File: src/rtl/stream_rr_arbiter.sv
// stream_rr_arbiter: packet-granular round-robin arbiter feeding one valid/ready sink.
// Define STREAM_ARB_OUT_REG_EN to register the master side through a 2-entry skid buffer.
module stream_rr_arbiter #(
  parameter int N_REQ      = 4,
  parameter int DATA_WIDTH = 32,
  parameter int ID_WIDTH   = (N_REQ > 1) ? $clog2(N_REQ) : 1
) (
  input  logic                        ACLK,
  input  logic                        ARESETn,
  input  logic [N_REQ*DATA_WIDTH-1:0] s_data_i,
  input  logic [N_REQ-1:0]            s_valid_i,
  input  logic [N_REQ-1:0]            s_last_i,
  output logic [N_REQ-1:0]            s_ready_o,
  output logic [DATA_WIDTH-1:0]       m_data_o,
  output logic [ID_WIDTH-1:0]         m_id_o,
  output logic                        m_last_o,
  output logic                        m_valid_o,
  input  logic                        m_ready_i,
  output logic                        busy_o
);
  // state | meaning
  // IDLE  | no packet owns the sink; winner picked round-robin from rr_ptr every cycle
  // LOCK  | lock_id owns the sink until its last beat is accepted
  typedef enum logic {IDLE = 1'b0, LOCK = 1'b1} state_t;

  state_t                state;
  logic [ID_WIDTH-1:0]   rr_ptr;
  logic [ID_WIDTH-1:0]   lock_id;
  logic [ID_WIDTH-1:0]   win_idx;
  logic [ID_WIDTH-1:0]   cand;
  logic [ID_WIDTH-1:0]   grant_id;
  logic                  win_found;
  logic                  grant_valid;
  logic                  grant_last;
  logic                  arb_ready;
  logic                  arb_fire;
  logic [DATA_WIDTH-1:0] grant_data;

  function automatic logic [ID_WIDTH-1:0] next_idx(input logic [ID_WIDTH-1:0] idx);
    return ID_WIDTH'((int'(idx) + 1) % N_REQ);
  endfunction

  always_comb begin
    win_found = 1'b0;
    win_idx   = '0;
    cand      = '0;
    for (int i = 0; i < N_REQ; i++) begin
      cand = ID_WIDTH'((int'(rr_ptr) + i) % N_REQ);
      if (!win_found && s_valid_i[cand]) begin
        win_found = 1'b1;
        win_idx   = cand;
      end
    end
  end

  assign grant_id    = (state == LOCK) ? lock_id : win_idx;
  assign grant_valid = (state == LOCK) ? s_valid_i[lock_id] : win_found;
  assign grant_last  = s_last_i[grant_id];
  assign arb_fire    = grant_valid && arb_ready;

  always_comb begin
    grant_data = '0;
    for (int k = 0; k < N_REQ; k++) begin
      if (grant_id == ID_WIDTH'(k)) grant_data = s_data_i[k*DATA_WIDTH +: DATA_WIDTH];
    end
  end

  // The lock owner stays connected through gaps; in IDLE only a present winner is readied.
  always_comb begin
    s_ready_o = '0;
    if (state == LOCK || win_found) s_ready_o[grant_id] = arb_ready;
  end

  always_ff @(posedge ACLK or negedge ARESETn) begin
    if (!ARESETn) begin
      state   <= IDLE;
      rr_ptr  <= '0;
      lock_id <= '0;
      busy_o  <= 1'b0;
    end else begin
      case (state)
        IDLE: begin
          if (win_found) begin
            if (arb_ready && grant_last) begin
              rr_ptr <= next_idx(win_idx);
            end else begin
              // a stalled single-beat packet also locks so the grant cannot move under it
              state   <= LOCK;
              lock_id <= win_idx;
              busy_o  <= 1'b1;
            end
          end
        end
        LOCK: begin
          if (arb_fire && grant_last) begin
            state  <= IDLE;
            rr_ptr <= next_idx(lock_id);
            busy_o <= 1'b0;
          end
        end
        default: begin
          state  <= IDLE;
          busy_o <= 1'b0;
        end
      endcase
    end
  end

`ifdef STREAM_ARB_OUT_REG_EN
  localparam int BEAT_W = ID_WIDTH + 1 + DATA_WIDTH;

  logic [BEAT_W-1:0] skid_q [2];
  logic [1:0]        skid_cnt;
  logic              skid_wp;
  logic              skid_rp;
  logic              skid_push;
  logic              skid_pop;

  assign arb_ready = (skid_cnt != 2'd2);
  assign skid_push = arb_fire;
  assign skid_pop  = m_valid_o && m_ready_i;
  assign m_valid_o = (skid_cnt != 2'd0);
  assign {m_id_o, m_last_o, m_data_o} = skid_q[skid_rp];

  always_ff @(posedge ACLK or negedge ARESETn) begin
    if (!ARESETn) begin
      skid_cnt <= 2'd0;
      skid_wp  <= 1'b0;
      skid_rp  <= 1'b0;
    end else begin
      skid_cnt <= skid_cnt + {1'b0, skid_push} - {1'b0, skid_pop};
      if (skid_push) skid_wp <= ~skid_wp;
      if (skid_pop)  skid_rp <= ~skid_rp;
    end
  end

  always_ff @(posedge ACLK) begin
    if (skid_push) skid_q[skid_wp] <= {grant_id, grant_last, grant_data};
  end
`else
  assign arb_ready = m_ready_i;
  assign m_valid_o = grant_valid;
  assign m_data_o  = grant_data;
  assign m_id_o    = grant_id;
  assign m_last_o  = grant_last;
`endif

endmodule
File: config.mk
export PLATFORM = sky130hd
export DESIGN_NAME = stream_rr_arbiter
export DESIGN_NICKNAME = d
export VERILOG_FILES = /design/src/rtl/stream_rr_arbiter.sv
export SDC_FILE = /design/constraint.sdc
export NUM_CORES = 1
export LEC_CHECK = 0
export ABC_AREA = 1
export CORE_UTILIZATION = 30
export CTS_CLUSTER_DIAMETER = 40
export CTS_CLUSTER_SIZE = 8
export DETAILED_ROUTE_END_ITERATION = 8
export PLACE_DENSITY_LB_ADDON = 0.08
export SLEW_MARGIN = 5
export SYNTH_ARGS = -nofsm -noshare
export SYNTH_HDL_FRONTEND = slang
export SYNTH_SLANG_ARGS = --single-unit
File: constraint.sdc
create_clock -name ACLK -period 2.83 [get_ports ACLK]
set_input_delay 0.283 -clock ACLK [delete_from_list [all_inputs] [get_ports ACLK]]
set_output_delay 0.283 -clock ACLK [all_outputs]
set_load 0.01 [all_outputs]
==> results.sh <==
export IMPL_portBuffers=179
export IMPL_start_util_pct=31.4
export IMPL_grt_pass1_vias=3076
export IMPL_hold_violations=0
export IMPL_synth_edff_count=0
export IMPL_synth_warnings=0
export IMPL_busiest_layer="met2"
export IMPL_hold_class="in2async"
export IMPL_drtPass1Iterations=4
export IMPL_post_synth_top_count_cell="nand2_1"
export IMPL_avgRoutedWirePerCell_um=16.6
export IMPL_final_nets=739
export IMPL_startpoint_type="register"
export IMPL_syn_cell_area_um2=1870
export IMPL_worst_setup_path_end_kind="output port"
export IMPL_syn_instance_count=383
export IMPL_fmax_mhz=331
export IMPL_p_leak_uw=0.00225
export IMPL_htreeDepth=1
export IMPL_met2_usage_pct=50.1
export IMPL_cts_buffers=3
export IMPL_grt_max_degree=22
export IMPL_grt_overflow=0
export IMPL_reg2reg_slack_ps=340
export IMPL_violations="setup timing"
export IMPL_diodes=0
export IMPL_gp_congestion=0.837
export IMPL_synthTopCellsByCount="nand2_1 (169), a21oi_1 (64), nor2_1 (35)"
export IMPL_rows=28
export IMPL_seqPwrFrac_pct=3.1
export IMPL_dieArea_um2=6560
export IMPL_period_share_pct=107
export IMPL_grt_pass1_wl_um=13800
export IMPL_async_flop_share_pct=100
export IMPL_synthTopCellsByArea="nand2_1 (34%), a21oi_1 (17%), dfrtp_1 (8.0%), nor2_1 (7.0%), nand3_1 (5.3%)"
export IMPL_area_delta_synth_final_pct=148
export IMPL_crit_fanout=8
export IMPL_root_buffer="clkbuf_8"
export IMPL_p_per_area_nw_per_um2=1470
export IMPL_synth_top_area_cell="nand2_1"
export IMPL_max_cap_violations=0
export IMPL_arrival_ps=2740
export IMPL_p_int_uw=3240
export IMPL_synth_seq_cells=6
export IMPL_die_w_um=81.0
export IMPL_gr_usage_met3_pct=7.42
export IMPL_pin_count=180
export IMPL_fin_ws_ps=-188
export IMPL_synth_top_area_share_pct=33.9
export IMPL_final_layout_size_suffix_gt1_share_pct=36.7
export IMPL_dp_hpwl_um=6800
export IMPL_synth_area_per_cell_um2=4.89
export IMPL_final_setup_tns_ps=-4320
export IMPL_clk_latency_ps=220
export IMPL_run_status="finished with violations"
export IMPL_cts_buffer_depth=2
export IMPL_p_comb_share_pct=95.0
export IMPL_tightest_slew_ps=340
export IMPL_fin_area_um2=4650
export IMPL_drt_wl_total_um=11100
export IMPL_utilization_pct=78.0
export IMPL_die_y_um=81.0
export IMPL_synth_ff_type="dfrtp_1"
export IMPL_core_area_um2=5960
export IMPL_cp_required_ps=2550
export IMPL_place_ws_ps=-544
export IMPL_cts_hold_buffers=0
export IMPL_synth_nets=526
export IMPL_drt_iter0_drc=159
export IMPL_cts_tree="built"
export IMPL_slew_limit_headroom_pct=77.3
export IMPL_criticalPathCategory="reg2out"
export IMPL_met1_usage_pct=28.6
export IMPL_ant_nets=0
export IMPL_pwr_share_clk_pct=1.9
export IMPL_postPlaceCellArea_um2=3900
export IMPL_rr_worst_depth=19
export IMPL_rsz0062_at_grt="true"
export IMPL_grtUsageTotal_pct=26.8
export IMPL_antenna_found_initial=0
export IMPL_vias_per_cell=5.15
export IMPL_slew_viol_final=0
export IMPL_whs_ps=302
export IMPL_finalSetupViolations=33
export IMPL_vias=3446
export IMPL_peakVddDrop_v=0.000787
export IMPL_final_min_clock_period_ps=3020
export IMPL_seq_area_frac_synth_pct=8.02
export IMPL_fin_worst_skew_ps=0.662
export IMPL_drc_errors=0
export IMPL_p_switching_uw=3610
export IMPL_clkTransAtPathRegs_ps=40
export IMPL_p_sw_share_pct=52.6
export IMPL_r2r_start="rr_ptr[0]$_DFFE_PN0P_"
export IMPL_clkSinkCount=6
export IMPL_yosysUniqueCellTypes=27
export IMPL_r2r_end="busy_o$_DFFE_PN0P_"
[power by group through the flow]
stage	Combinational, uW	Sequential, uW	Clock, uW
finish	6510	211	130
global route	6950	216	139
CTS	5550	201	133
detailed placement	5040	187	0
global placement	5010	184	0
floorplan	2610	170	0
[area by class of cell]
type / instances / area (um2)
Clock buffer: 3 / 41.3
Fill cell: 456 / 1310
Inverter: 24 / 113
Multi-Input combinational cell: 331 / 1980
Sequential cell: 6 / 153
Tap cell: 75 / 93.8
Timing Repair Buffer: 230 / 2260
[per-stage QoR]
step | power, uW | std cells
2_1_floorplan | 2780 | 383
3_3_place_gp | 5190 | 640
3_5_place_dp | 5230 | 640
4_1_cts | 5880 | 654
5_1_grt | 7310 | 669
6_report | 6850 | 669
[how the worst max path moves through the flow]
stage | to | from | slack (ps)
after floorplan | m_data_o[1] | rr_ptr[0]$_DFFE_PN0P_ | 100
after global placement | m_data_o[0] | s_valid_i[1] | -490
after detailed placement | m_data_o[26] | s_valid_i[0] | -540
after CTS | m_data_o[14] | rr_ptr[0]$_DFFE_PN0P_ | -180
after global routing | m_data_o[6] | rr_ptr[0]$_DFFE_PN0P_ | -380
final | m_data_o[31] | rr_ptr[0]$_DFFE_PN0P_ | -190
[flip-flops by register name, indices dropped and copies added, names as in the netlist]
signal   cells
busy_o       1
rr_ptr       2
lock_id      2
state        1
[layout by cell type, fill, tap and decap left out, types with 2 or more instances in the layout]
master           synthesis  final
a21oi_1                 64     29
a21oi_2                  1     35
buf_12                   0      7
buf_2                    0     32
buf_4                    0     25
buf_6                    1     13
buf_8                    0      2
clkbuf_16                0      5
clkbuf_2                 0      2
clkbuf_8                 0      3
clkdlybuf4s50_1          0    136
dfrtp_1                  6      4
dfrtp_2                  0      2
dlygate4sd2_1            0      4
dlymetal6s2s_1           0      3
ha_4                     0      4
inv_1                   22     15
inv_2                    2      5
inv_4                    0      2
nand2_1                169    130
nand2_2                 13     36
nand2_4                  4     20
nand3_1                 20     16
nand3_2                  5      8
nand3_4                  1      2
nor2_1                  35     31
nor2_2                   1      4
nor2_4                   1      2
o21ai_0                  3      3
o21ai_4                  0      3
[what timing repair did]
| action | 4_1_cts | 5_1_grt |
|---|---|---|
| setup endpoints to repair | 37 | 36 |
| pin swaps | 11 | 42 |
| gates resized for setup | 174 | 128 |
| endpoints found under the hold margin | 0 | 0 |
| gates cloned | 3 | 6 |
| setup buffers | 8 | 11 |
[cells by family after synthesis]
kind of cell	Yosys count	synth area share [%]
simple gates	252	58.6
compound gates	75	21.1
buf+inv	46	9.62
flops	6	8.02
fa+ha+maj	4	2.67
[critical path, cell delays in order (launching register included)]
cell      delay, ps
dfrtp_2         450
clkinv_4        160
nand2_1          90
nand2_1          60
nand2_2          90
nand2_4          70
a21oi_2         140
nand2_2         100
nand3_4         110
nand2_4          90
inv_4            90
ha_4            130
inv_2            40
nor2_4          170
buf_6           170
buf_12          110
nand2_1          50
nand2_1          60
nand2_1          60
a21oi_2         110
buf_2           150
[layer usage]
metal | part of all wire [%] | wire length [um]
met5 | 0 | 0
met4 | 2.8 | 314
met3 | 8.8 | 972
met2 | 52 | 5790
met1 | 36 | 4010
No activity file was read; power rests on OpenSTA's default activity.
